`config.mk`:
```
export PLATFORM = sky130hd
export DESIGN_NAME = ddr3_pattern_gen
export DESIGN_NICKNAME = d
export VERILOG_FILES = /design/src/rtl/ddr3_pattern_gen.sv
export SDC_FILE = /design/constraint.sdc
export NUM_CORES = 1
export LEC_CHECK = 0
export ABC_AREA = 1
export BUFFER_PORTS_ARGS = -buffer_cell sky130_fd_sc_hd__buf_4
export CELL_PAD_IN_SITES_DETAIL_PLACEMENT = 1
export CELL_PAD_IN_SITES_GLOBAL_PLACEMENT = 2
export CORE_MARGIN = 3
export CORE_UTILIZATION = 33
export CTS_CLUSTER_DIAMETER = 150
export DETAILED_ROUTE_END_ITERATION = 10
export HOLD_SLACK_MARGIN = 0.15
export PLACE_DENSITY = 0.86
export SYNTH_ARGS = -nofsm -noshare
export SYNTH_HDL_FRONTEND = slang
export SYNTH_SLANG_ARGS = --single-unit
```
`constraint.sdc`:
```
create_clock -name clk -period 6.46 [get_ports clk]
set_input_delay 0.646 -clock clk [delete_from_list [all_inputs] [get_ports clk]]
set_output_delay 0.646 -clock clk [all_outputs]
set_load 0.02 [all_outputs]
```
`src/rtl/ddr3_pattern_gen.sv`:
```
// ddr3_pattern_gen
// Produces 256-bit test words (counter, walking-one, LFSR or constant) and
// writes them into the DDR input buffer FIFO. A run starts on a rising edge of
// start and ends after word_total words, or runs forever when word_total is 0.
// Back-pressure comes from fifo_full and a free-space threshold on the write
// count.
//
// Ports:
//   clk, reset     single clock, synchronous active-high reset
//   start          level; rising edge starts a run, low aborts / acknowledges
//   mode           00 counter, 01 walking-one, 10 LFSR, 11 constant
//   seed           initial pattern value (latched at run start)
//   word_total     words per run (latched at run start), 0 = unbounded
//   fifo_wr_count  FIFO write-side occupancy
//   fifo_full      FIFO full flag, hard inhibit
//   fifo_we        registered write strobe, one word per high cycle
//   fifo_data      registered write data, lane k = bits [32k+31:32k]
//   busy / done    high while in RUN / DONE
//   words_sent     words written in the current or last run
//
// FIFO write handshake: a word is transferred on every cycle fifo_we=1; there is
// no ready back from the FIFO, so the block only issues a write when the inputs
// sampled on the previous edge show enough free space.
module ddr3_pattern_gen #(
    parameter int FIFO_DEPTH = 128,
    parameter int HEADROOM   = 4
) (
    input  logic         clk,
    input  logic         reset,
    input  logic         start,
    input  logic [1:0]   mode,
    input  logic [31:0]  seed,
    input  logic [31:0]  word_total,
    input  logic [6:0]   fifo_wr_count,
    input  logic         fifo_full,
    output logic         fifo_we,
    output logic [255:0] fifo_data,
    output logic         busy,
    output logic         done,
    output logic [31:0]  words_sent
);

    typedef enum logic [1:0] {IDLE = 2'd0, RUN = 2'd1, DONE = 2'd2} state_t;

    localparam int          THRESH     = FIFO_DEPTH - HEADROOM;
    localparam logic [31:0] THRESH_W   = THRESH[31:0];
    localparam logic [31:0] LFSR_TAPS  = 32'h8020_0003;

    state_t       state;
    logic         start_d;
    logic [1:0]   mode_q;
    logic [31:0]  total_q;
    // Per-word generator state: counter base, one-hot walker, LFSR state
    // before the word, or the constant, depending on mode_q.
    logic [31:0]  gen;
    logic [31:0]  gen_next;
    logic [31:0]  gen_load;
    logic [31:0]  lfsr_s;
    logic [255:0] word;
    logic         space_ok;

    // Compare at 32 bits so the threshold is never truncated to 7 bits.
    assign space_ok = !fifo_full && ({25'd0, fifo_wr_count} < THRESH_W);

    function automatic logic [31:0] lfsr_step(input logic [31:0] s);
        return (s >> 1) ^ (s[0] ? LFSR_TAPS : 32'h0);
    endfunction

    always_comb begin
        word     = '0;
        gen_next = gen;
        lfsr_s   = gen;
        case (mode_q)
            2'b00: begin
                for (int k = 0; k < 8; k++) word[32*k +: 32] = gen + 32'(k);
                gen_next = gen + 32'd8;
            end
            2'b01: begin
                for (int k = 0; k < 8; k++) word[32*k +: 32] = gen;
                gen_next = {gen[30:0], gen[31]};
            end
            2'b10: begin
                // Lane k is the state after k+1 steps; lane 7 seeds the next word.
                for (int k = 0; k < 8; k++) begin
                    lfsr_s           = lfsr_step(lfsr_s);
                    word[32*k +: 32] = lfsr_s;
                end
                gen_next = lfsr_s;
            end
            default: begin
                for (int k = 0; k < 8; k++) word[32*k +: 32] = gen;
            end
        endcase
    end

    always_comb begin
        gen_load = seed;
        case (mode)
            2'b01:   gen_load = 32'h1;
            2'b10:   gen_load = (seed == 32'h0) ? 32'h1 : seed;
            default: gen_load = seed;
        endcase
    end

    always_ff @(posedge clk) begin
        if (reset) begin
            state      <= IDLE;
            start_d    <= 1'b0;
            mode_q     <= 2'b00;
            total_q    <= 32'h0;
            gen        <= 32'h0;
            fifo_we    <= 1'b0;
            fifo_data  <= '0;
            busy       <= 1'b0;
            done       <= 1'b0;
            words_sent <= 32'h0;
        end else begin
            start_d <= start;
            fifo_we <= 1'b0;
            case (state)
                IDLE: begin
                    if (start && !start_d) begin
                        mode_q     <= mode;
                        total_q    <= word_total;
                        gen        <= gen_load;
                        words_sent <= 32'h0;
                        state      <= RUN;
                        busy       <= 1'b1;
                    end
                end
                RUN: begin
                    if (!start) begin
                        state <= IDLE;
                        busy  <= 1'b0;
                    end else if (total_q != 32'h0 && words_sent == total_q) begin
                        state <= DONE;
                        busy  <= 1'b0;
                        done  <= 1'b1;
                    end else if (space_ok) begin
                        fifo_we    <= 1'b1;
                        fifo_data  <= word;
                        gen        <= gen_next;
                        words_sent <= words_sent + 32'd1;
                    end
                end
                DONE: begin
                    if (!start) begin
                        state <= IDLE;
                        done  <= 1'b0;
                    end
                end
                default: begin
                    state <= IDLE;
                    busy  <= 1'b0;
                    done  <= 1'b0;
                end
            endcase
        end
    end

endmodule

```
* Yosys cells after proc, flatten, opt, wreduce, memory -nomap -nowiden
Cells that the tools add are included.
Operators by class: reductions and logical operators 18, equal/unequal tests 15, bitwise gates (word level) 13, add/sub/neg operators 9, $lt $le $gt $ge 1, muxes and demuxes 36
Operator list (count):
- 2-to-1 mux 32 bit | 17
- case mux 256 bit (2 select lines) | 1
- XOR 31 x 32 -> 32 bit | 8
- case mux 32 bit (2 select lines) | 3
- adder 32 x 3 -> 32 bit, second input constant | 4
- case mux 32 bit (3 select lines) | 1
- adder 32 x 1 -> 32 bit, second input constant | 2
- adder 32 x 2 -> 32 bit, second input constant | 2
- adder 32 x 4 -> 32 bit, second input constant | 1
- == test 32 bit | 1
- logical NOT 32 bit | 1
- nonzero test 32 bit | 1
- inequality test 2 bit, second input constant | 6
- 2-to-1 mux 2 bit | 4
- AND reduction 4 bit | 2
- < comparator 7 bit, second input constant | 1
- 2-to-1 mux 1 bit | 7
- == test 2 x 1 -> 1 bit, second input constant | 3
- == test 2 bit, second input constant | 3
- case mux 1 bit (3 select lines) | 2
- case mux 2 bit (3 select lines) | 1
- AND reduction 3 bit | 2
- AND reduction 6 bit | 1
- inverter 1 bit | 5
- other kinds (9) | 13
Word-level totals: flip-flop bits (word level) 360, bits of input ports 77, word-level logic and storage cells 102

* Longest topological paths before layout
Gate-level depths: netlist (run 1).
depth after elaboration 21, depth in mapped cells 17, depth with buffers taken out 16

* Worst setup path after synthesis (run 1)
No wires, ideal clock.
path kind reg-to-reg, start point register gen[2], end point register gen[17], stages on the path, launching flop included 14, clock period less this slack 2.507 ns, required time 6.343 ns, path buffers 1, arrival 2.389 ns, setup slack 3.953 ns, cells stage by stage dfxtp_1 clkbuf_1 clkinv_1 ha_1 inv_1 nand2_1 nand2_1 nor2_1 o22ai_1 o211ai_1 o211ai_1 nand2_1 nor2_1 nor2_1
Between the ends: longest elaborated chain between the ends 15, elaborated cells on any way between the ends 16
RTL lines:
- from (decl) | line 55 | logic [31:0] gen;
- from (signal assigned) | line 125 | gen <= gen_load;
- from (signal assigned) | line 142 | gen <= gen_next;
- XOR 31 x 32 -> 32 bit (2 in a row) | line 66 | return (s >> 1) ^ (s[0] ? LFSR_TAPS : 32'h0);
- 2-to-1 mux 32 bit | line 66
- XOR 31 x 32 -> 32 bit | line 66
- 2-to-1 mux 32 bit | line 66
- XOR 31 x 32 -> 32 bit (5 in a row) | line 66
- case mux 32 bit (3 select lines) * | line 73 | case (mode_q)
- 2-to-1 mux 32 bit * | line 139 | end else if (space_ok) begin
- 2-to-1 mux 32 bit * | line 135 | end else if (total_q != 32'h0 && words_sent == total_q) begin
- 2-to-1 mux 32 bit * | line 132 | if (!start) begin
- case mux 32 bit (2 select lines) * | line 120 | case (state)
Mark *: on every way between the ends. The rest lies on a longest branch, timed or not. The select of a mux whose other input is x is not followed. A chain may end at the register's enable or synchronous reset.

* Final worst setup path (run 1)
start point register gen[1], end point register gen[18]
Between the ends: longest elaborated chain between the ends 17, elaborated cells on any way between the ends 18
RTL lines (line):
- XOR 31 x 32 -> 32 bit | 66
- 2-to-1 mux 32 bit | 66
- XOR 31 x 32 -> 32 bit | 66
- 2-to-1 mux 32 bit | 66
- XOR 31 x 32 -> 32 bit | 66
- 2-to-1 mux 32 bit | 66
- XOR 31 x 32 -> 32 bit | 66
- 2-to-1 mux 32 bit | 66
- XOR 31 x 32 -> 32 bit (4 in a row) | 66
- case mux 32 bit (3 select lines) * | 73
- 2-to-1 mux 32 bit * | 139
- 2-to-1 mux 32 bit * | 135
- 2-to-1 mux 32 bit * | 132
- case mux 32 bit (2 select lines) * | 120
Marked as above.

==> impl.org, run 1 <==
** CTS
- After clock tree synthesis, the flow added hold-fix buffers numbering 0.
- Counting along the longest clock path gives a buffer depth of 3.
- Gates resized during post-CTS repair numbered 0.
- The cell sitting at the root of the clock tree is a sky130_fd_sc_hd__clkbuf_16.
- The tree built by TritonCTS fans out to 360 sinks.
- CTS tree :: built
- Postcts setup bufs :: 0
- Clock-pin slew was measured on the worst setup and hold paths at 0.06 ns.
- Clock buffer count from CTS :: 43
- The clock tree synthesis step divided the H-tree into 2 levels.
- Latest clock arrival within the worst-skew pair :: between 0.5 and 0.6 ns

** STA
- Of the available clock period, the critical path in the final layout requires 66.0%.
- Setup repair after global routing left no endpoint under its margin.
- The number of slew-limit violations in the final report came to 0.
- Slew at the pin closest to its max-slew limit :: approximately 1.2 ns
- Summed negative setup slack over all endpoints :: 0 ns
- The clock arrives with 0.0256 ns of skew.
- Relative slew slack :: 16.9%
- Based on the critical path, the design can be clocked at up to 234 MHz.
- Setup violations remaining at the end of the flow were counted as 0.
- The worst path in the final design needs a cycle of 4.27 ns, including I/O delays and setup.
- Total count of hold-check failures in the final report :: 0

** Placed design
- Port Buffer Count :: approximately 370
- Hpwl dp :: 104000 um
- Routability-driven placement finished with a final weighted congestion of 1.04.
- Placed cell count :: 4423
- Summing all placed instances gives a cell area of 24600 um2.

** Logic synthesis
- Yosys top cell area share :: approximately 34%
- Main flop type after synthesis :: sky130_fd_sc_hd__dfxtp_1
- List of most frequent post-synthesis cells :: 831 x sky130_fd_sc_hd__nand2_1, 389 x sky130_fd_sc_hd__nor2_1, 381 x sky130_fd_sc_hd__a21oi_1
- Distinct cell type count after synthesis :: 56
- The average instance in the mapped netlist occupies between 6 and 7 um2.
- By instance count, the leading cell after synthesis is sky130_fd_sc_hd__nand2_1.
- Post-synthesis sequential area ratio :: between 30% and 40%
- Yosys mapped a number of flops with a built-in enable equal to 0.
- Cells after synthesis :: 3363
- In the post-synthesis netlist, the biggest area contributors are sky130_fd_sc_hd__dfxtp_1 34%, sky130_fd_sc_hd__nand2_1 15%, sky130_fd_sc_hd__a21oi_1 9.0%, sky130_fd_sc_hd__nor2_1 6.9%, sky130_fd_sc_hd__o21ai_0 6.5%.
- Yosys printed 0 warnings.
- Syn_nets :: 3456
- The synthesized design contains 360 register bits.
- Synth area leader :: sky130_fd_sc_hd__dfxtp_1
- Asr flop ratio synth :: 0%
- The synthesized netlist occupies a cell area of 21300 um2.

** Setup path
- Worst-path maximum fanout :: 14
- CP Data Arrival Time :: 4.73 ns
- The kind of cell with the highest combined delay along the critical path is compound AO/OA/AOI/OAI gates.
- Data on the critical path is required at its endpoint by 6.93 ns.
- Critical path buffers and inverters :: 2
- Register-to-Register Setup Slack :: 2.19 ns
- Critical path's most frequent cell :: sky130_fd_sc_hd__nand2_1
- Largest incremental delay on the critical path :: 0.82 ns
- The slowest stage of the critical path is the sky130_fd_sc_hd__o22ai_1 cell.
- The worst setup path is launched from a flop.
- CP Class :: flop to flop
- CP Cell Sequence :: inv_1, ha_1, inv_1, nand2_1, nand2_1, nand2_1, nand2_1, nor2_1, o22ai_1, o21ai_0, nand2_1, o21ai_0, a21oi_1, nor2_1
- Endpoint class of the critical path :: flop

** Floorplanning
- The die covers 67600 um2.
- The floorplan step set the die height to 260 um.
- Core region area :: 63400 um2
- After floorplanning, the core was divided into 92 placement rows.
- The initial utilization of the core area, before any placement, comes to 33.6%.
- Die width :: about 260 um
- During I/O placement, the number of pins put on the boundary was 368.

** Final layout
- Excluding fillers, the count of instances in the completed layout stands at 4509.
- Final cell utilization of the core :: 41.1%
- Layout Area Growth over Synthesis :: 22.3%
- Area of all placed cells without fillers :: 26000 um2
- In the final design database the tool counted 3715 nets.
- Fillers :: 8246
- Share of final-layout standard cells stronger than drive strength 1 :: 15.8%

** Global routing
- Number of antenna violations at the first check in global routing :: 7
- Maximum number of pins on one net before global-route repair :: 153
- The via count of the first global-routing pass is 26071.
- Global-route wire length before repair :: ~190000 um
- Global routing used 38.0% of the available tracks.
- Remaining global-route overflow :: 0

** Detailed routing
- The detailed router finished its first iteration with between 3000 and 4000 violations.
- Average vias per placed instance :: slightly below 6
- Wire length reported by the detailed router :: 134000 um
- In the final routed layout, each cell accounts on average for ~30 um.
- First-pass DRT Iterations :: 6
- The routed layout has 26621 vias.
- Number of design rule violations left after detail routing :: 0
- Once detail routing completed, the nets flagged for antenna violations numbered 0.

** Power and ir drop
- Pwr dens :: 241 nW/um2
- Power comes to 6.28 mW.
- Peak VDD IR :: about 0.00017 V
- The analysis attributes to cell leakage a power of roughly 11 nW.

** Run
- Across the run, the number of max-cap violations was 0.

** Worst hold path
- The path class of the tightest hold or removal check is input port to flop.

** Outcome
- The run finished with clean final reports.
-- cells by family after synthesis --
group / count (synthesis) / synth area share (%)
compound gates: 921 / 23.4
xor+xnor: 37 / 1.85
mux: 1 / 0.0470
simple gates: 1571 / 31.1
fa+ha+maj: 16 / 0.940
buf+inv: 457 / 8.77
flops: 360 / 33.8
-- power breakdown --
part	internal, mW	leakage, nW	total [mW]	switching (mW)
clock	1.44	0.711	2.47	1.03
sequential	2.30	2.92	2.41	0.111
combinational	0.357	7.67	1.40	1.04
total	4.10	11.3	6.28	2.18
-- layout make-up --
cell class	count	area [um2]	share of cell area (%)
Clock inverter	15	130	0.500
Antenna cell	7	17.5	0.0673
Multi-Input combinational cell	2546	12200	47.0
Inverter	260	987	3.79
Tap cell	846	1060	4.06
Timing Repair Buffer	411	3100	11.9
Sequential cell	360	7210	27.7
Clock buffer	64	1310	5.02
-- tightest hold or removal path: stages --
cell	delay, ns
sky130_fd_sc_hd__buf_4	0.08
sky130_fd_sc_hd__o21ai_0	0.07
sky130_fd_sc_hd__nor2_1	0.08
-- sequential cells by signal, summed over array words and instances (netlist names) --
register / cells
words_sent: 32
fifo_data: 256
gen: 32
mode_q: 2
fifo_we: 1
total_q: 32
done: 1
start_d: 1
busy: 1
state: 2
-- cells in the final DEF, fill, tap and decap left out, types with 5 or more instances in the layout --
cell and n:
sky130_fd_sc_hd__diode_2 7, sky130_fd_sc_hd__nand2_2 10, sky130_fd_sc_hd__o22ai_1 18, sky130_fd_sc_hd__nor3_2 10
sky130_fd_sc_hd__nor2_2 14, sky130_fd_sc_hd__nor2_4 6, sky130_fd_sc_hd__clkbuf_1 7, sky130_fd_sc_hd__clkbuf_16 44
sky130_fd_sc_hd__a211oi_1 15, sky130_fd_sc_hd__nand4_1 35, sky130_fd_sc_hd__o211ai_1 31, sky130_fd_sc_hd__o2111ai_1 38
sky130_fd_sc_hd__clkbuf_8 13, sky130_fd_sc_hd__buf_4 410, sky130_fd_sc_hd__a21oi_1 381, sky130_fd_sc_hd__nor3_1 72
sky130_fd_sc_hd__ha_1 15, sky130_fd_sc_hd__nor4_1 7, sky130_fd_sc_hd__nand3_1 179, sky130_fd_sc_hd__clkinv_1 5
sky130_fd_sc_hd__a31oi_1 7, sky130_fd_sc_hd__xor2_1 31, sky130_fd_sc_hd__nand2_1 830, sky130_fd_sc_hd__nand3_2 5
sky130_fd_sc_hd__clkinv_2 9, sky130_fd_sc_hd__inv_1 218, sky130_fd_sc_hd__inv_2 34, sky130_fd_sc_hd__o21ai_0 278
sky130_fd_sc_hd__a22oi_1 5, sky130_fd_sc_hd__dfxtp_1 360, sky130_fd_sc_hd__o21ai_1 125, sky130_fd_sc_hd__nor2_1 388
-- metal layers --
metal	part of all wire, %	track usage (%)	up-vias
li1	-	-	11796
met5	0.0097	0	-
met3	8.7	7.84	319
met2	43	57.5	1355
met4	5.8	19.0	2
met1	43	51.2	13149
-- path summary, 6_finish.rpt --
check                startpoint             to  cells past startpoint
setup / recovery         gen[1]        gen[18]                     14
hold / removal    word_total[8]     total_q[8]                      3
hold reg to reg   fifo_data[10]  fifo_data[10]                      2
setup reg to reg         gen[1]        gen[18]                     14
-- per-stage QoR --
step	worst slack [ns]	hold WS [ns]
after detailed placement	2.55	0.460
after global placement	2.59	0.455
after floorplan	3.95	0.457
after CTS	2.50	0.288
after global routing	2.15	0.327
final	2.19	0.313
Power figures use the tool's default switching activity.
==> run 2, diff against run 1 <==
--- a/config.mk
+++ b/config.mk
@@ -10,11 +10,11 @@
 export CELL_PAD_IN_SITES_DETAIL_PLACEMENT = 1
 export CELL_PAD_IN_SITES_GLOBAL_PLACEMENT = 2
 export CORE_MARGIN = 3
-export CORE_UTILIZATION = 33
+export CORE_UTILIZATION = 27
 export CTS_CLUSTER_DIAMETER = 150
 export DETAILED_ROUTE_END_ITERATION = 10
 export HOLD_SLACK_MARGIN = 0.15
-export PLACE_DENSITY = 0.86
+export PLACE_DENSITY = 0.75
 export SYNTH_ARGS = -nofsm -noshare
 export SYNTH_HDL_FRONTEND = slang
 export SYNTH_SLANG_ARGS = --single-unit
==> constraint.sdc (replaced) <==
create_clock -name clk -period 3.88 [get_ports clk]
set_input_delay 0.388 -clock clk [delete_from_list [all_inputs] [get_ports clk]]
set_output_delay 0.388 -clock clk [all_outputs]
set_load 0.02 [all_outputs]
==> impl.org, run 2 (same netlist as run 1, synthesis figures left out) <==
** Outcome
- Outcome: completed (unchanged).

** Floorplanning
- The number of placed I/O pins came to 368 (unchanged).
- The initial core utilization was 27.4% (was 33.6%).
- The floorplan core area came to 77700 um2 (was 63400 um2).
- Die width :: 287 um (was 260 um)
- The number of rows created at floorplan came to 102 (was 92).
- The die span in y was 287 um (was 260 um).
- Area enclosed by the die boundary :: 82300 um2 (was 67600 um2)

** Detailed routing
- The final wirelength is 135000 um (was 134000 um).
- The vias after detailed routing came to 26363 (was 26621).
- The number of antenna-violating nets in the routed design came to 0 (unchanged).
- Average vias per placed instance :: 5.43 (was 5.90)
- The per-cell routed wire length was 27.7 um (was 29.6 um).
- The number of DRC violations after detailed-routing iteration 0 came to 2275 (was 3035).
- The length of the first detailed-routing pass in iterations is 6 (unchanged).
- The DRC violations left was 0 (unchanged).

** Final layout
- The share of final-layout standard cells stronger than drive strength 1 is 18.4% (was 15.8%).
- Number of flip-flops in the largest register :: 256 (unchanged)
- Post-route non-filler standard cell count :: 4854 (was 4509)
- The most common cell after layout, fill and taps aside is sky130_fd_sc_hd__nand2_1 (unchanged).
- Leading cell types in the layout, fill and taps excluded :: 830 x sky130_fd_sc_hd__nand2_1, 535 x sky130_fd_sc_hd__buf_4, 389 x sky130_fd_sc_hd__nor2_1 (was 830 x sky130_fd_sc_hd__nand2_1, 410 x sky130_fd_sc_hd__buf_4, 388 x sky130_fd_sc_hd__nor2_1)
- The net count of the finished layout came to 3879 (was 3715).
- Register with the most flip-flops :: fifo_data (unchanged)
- The synthesis-to-layout area growth came to 29.5% (was 22.3%).

** Placed design
- The final weighted congestion in routability-driven placement was 1.01 (was 1.04).
- The port buffer count is 365 (unchanged).
- The cell total after placement is 4749 (was 4423).
- The HPWL after detailed placement came to 105000 um (was 104000 um).

** STA
- RSZ-0062 raised after global routing :: false (unchanged)
- Relative slew slack :: 39.1% (was 16.9%)
- The maximum clock frequency was 290 MHz (was 234 MHz).
- Setup Viol. Count Final :: 0 (unchanged)
- Total count of hold-check failures in the final report :: 0 (unchanged)
- The final period utilization came to 88.9% (was 66.0%).
- The total negative slack for setup checks came to 0 ns (unchanged).
- Worst clock skew :: 0.0222 ns (was 0.0256 ns)
- Max-slew violation count :: 0 (unchanged)
- Min cycle time layout :: 3.45 ns (was 4.27 ns)
- The actual transition at the worst max-transition pin came to 0.908 ns (was 1.24 ns).

** Setup path
- The cell with the largest stage delay on the worst path is sky130_fd_sc_hd__clkinv_1 (was sky130_fd_sc_hd__o22ai_1).
- The data arrival time of the worst path came to 3.89 ns (was 4.73 ns).
- The nature of the critical path startpoint is a flop (unchanged).
- The maximum fanout encountered on the critical timing path was 10 (was 14).
- The sum of buffers and inverters on the critical path came to 4 (was 2).
- Critical R2R Launch :: gen[2] (was gen[1])
- Register-to-Register Setup Slack :: 0.43 ns (was 2.19 ns)
- Largest incremental delay on the critical path :: 0.58 ns (was 0.82 ns)
- The critical path data required time is 4.33 ns (was 6.93 ns).
- The cell depth of the worst flop-to-flop path is 11 (was 14).
- Largest delay share family, worst path :: buffers and inverters (was compound AO/OA/AOI/OAI gates)
- Endpoint class of the critical path :: flop (unchanged)
- CP Class :: flop to flop (unchanged)
- CP Cell Sequence: clkinv_1, ha_1, nand2_1, inv_1, nor2_1, buf_4, inv_1, nand2_1, o211ai_1, a21oi_1, a21oi_1 (was inv_1, ha_1, inv_1, nand2_1, nand2_1, nand2_1, nand2_1, nor2_1, o22ai_1, o21ai_0, nand2_1, o21ai_0, a21oi_1, nor2_1).
- The end of the worst register-to-register path was fifo_data[169] (was gen[18]).

** Worst hold path
- Startpoint of the most critical hold path :: word_total[24] (was word_total[8])
- Number of stages on the worst hold path :: 3 (unchanged)
- The classification of the worst-slack hold path was input port to flop (unchanged).
- Hold Path End :: total_q[24] (was total_q[8])

** Power and ir drop
- The leakage power total came to 12.1 nW (was 11.3 nW).
- Pwr dens :: 379 nW/um2 (was 241 nW/um2)
- The worst supply voltage drop on vdd was 0.000250 V (was 0.000166 V).

** CTS
- Resized cells post-CTS :: 0 (unchanged)
- Total number of H-tree levels :: 2 (unchanged)
- The total clock buffers created by CTS was 43 (unchanged).
- Root buf cell :: sky130_fd_sc_hd__clkbuf_16 (unchanged)
- Clock net sink count :: 360 (unchanged)
- Clock Path Buffers :: 3 (unchanged)
- The clock transition time at the flip-flop clock pins of the worst setup and hold paths came to 0.06 ns (about the same).
- The CTS tree is built (unchanged).
- The later-pin clock latency in the skew report is 0.59 ns (about the same).

** Global routing
- Remaining global-route overflow :: 0 (unchanged)
- The initial antenna violation count was 5 (was 7).
- The total global routing track utilization came to 31.6% (was 38.0%).
- The via count of the first global-routing pass was 26080 (was 26071).
- Global-route wire length before repair :: 189000 um (was 187000 um)
- The pin count of the biggest net entering global routing was 145 (was 153).

** Run
- Max capacitance violation total :: 0 (unchanged)
## run 2: changes by cell type in the layout (fill, tap and decap cells not counted), moves of 2 or more
cell / delta
sky130_fd_sc_hd__clkinv_2: +4
sky130_fd_sc_hd__clkinvlp_4: -2
sky130_fd_sc_hd__diode_2: -6
sky130_fd_sc_hd__clkbuf_8: -6
sky130_fd_sc_hd__dlygate4sd3_1: +32
sky130_fd_sc_hd__buf_4: +125
sky130_fd_sc_hd__buf_12: +7
## run 2: where the power goes
group / internal (mW) / total, mW / switching, mW
logic: 0.729 / 2.52 / 1.79
clock network: 2.26 / 3.96 / 1.70
registers: 3.82 / 3.98 / 0.153
total: 6.82 / 10.5 / 3.64
## run 2: worst max-delay path by stage
stage,depth (start not counted),start,endpoint
finish,11,gen[2],fifo_data[169]
global route,12,gen[3],fifo_data[246]
CTS,13,gen[2],gen[17]
detailed placement,13,gen[2],gen[17]
global placement,10,mode_q[0],gen[5]
floorplan,13,gen[2],gen[17]
## run 2: worst reg2reg max path: cells and delay by family (launching register included)
family,cells,cell delay (ns)
buffers and inverters,4,1.26
AOI/OAI and AO/OA,3,0.81
adders and majority gates,1,0.45
DFF,1,0.41
and+or+nand+nor,3,0.39
## run 2: area by class of cell
class                      instances  area, um2
antenna                            1       2.50
clock buffer                      57       1220
clock inverter                    15        115
fill                            9981      50200
inverter                         260        990
multi-input combinational       2546      12200
sequential                       360       7210
tap                             1040       1300
timing repair buffer             575       4500
## run 2: per-layer routing
| metal | vias to the layer above | GRT usage [%] | part of all wire, % |
|---|---|---|---|
| li1 | 12100 | - | - |
| met1 | 12828 | 42.4 | 43 |
| met2 | 1157 | 48.3 | 43 |
| met3 | 272 | 5.93 | 7.9 |
| met4 | 6 | 15.7 | 5.9 |
| met5 | - | 0 | 0.025 |
## run 2: timing repair
item                       in CTS  in global routing
buffers inserted                0                  0
hold endpoints to repair       40                  0
setup endpoints to repair       0                  0
hold buffers                   32                  0
## run 2: stage by stage
stage	util (%)	total power [mW]	hold slack, ns	instance area (um2)	worst slack, ns
floorplan	-	5.21	0.457	21300	1.37
global placement	33.3	6.46	0.455	25900	0.735
detailed placement	33.3	6.45	0.457	25900	0.720
global route	35.5	10.8	0.199	27600	0.403
finish	35.5	10.5	0.199	27600	0.431
CTS	35.5	10.5	0.176	27600	0.647
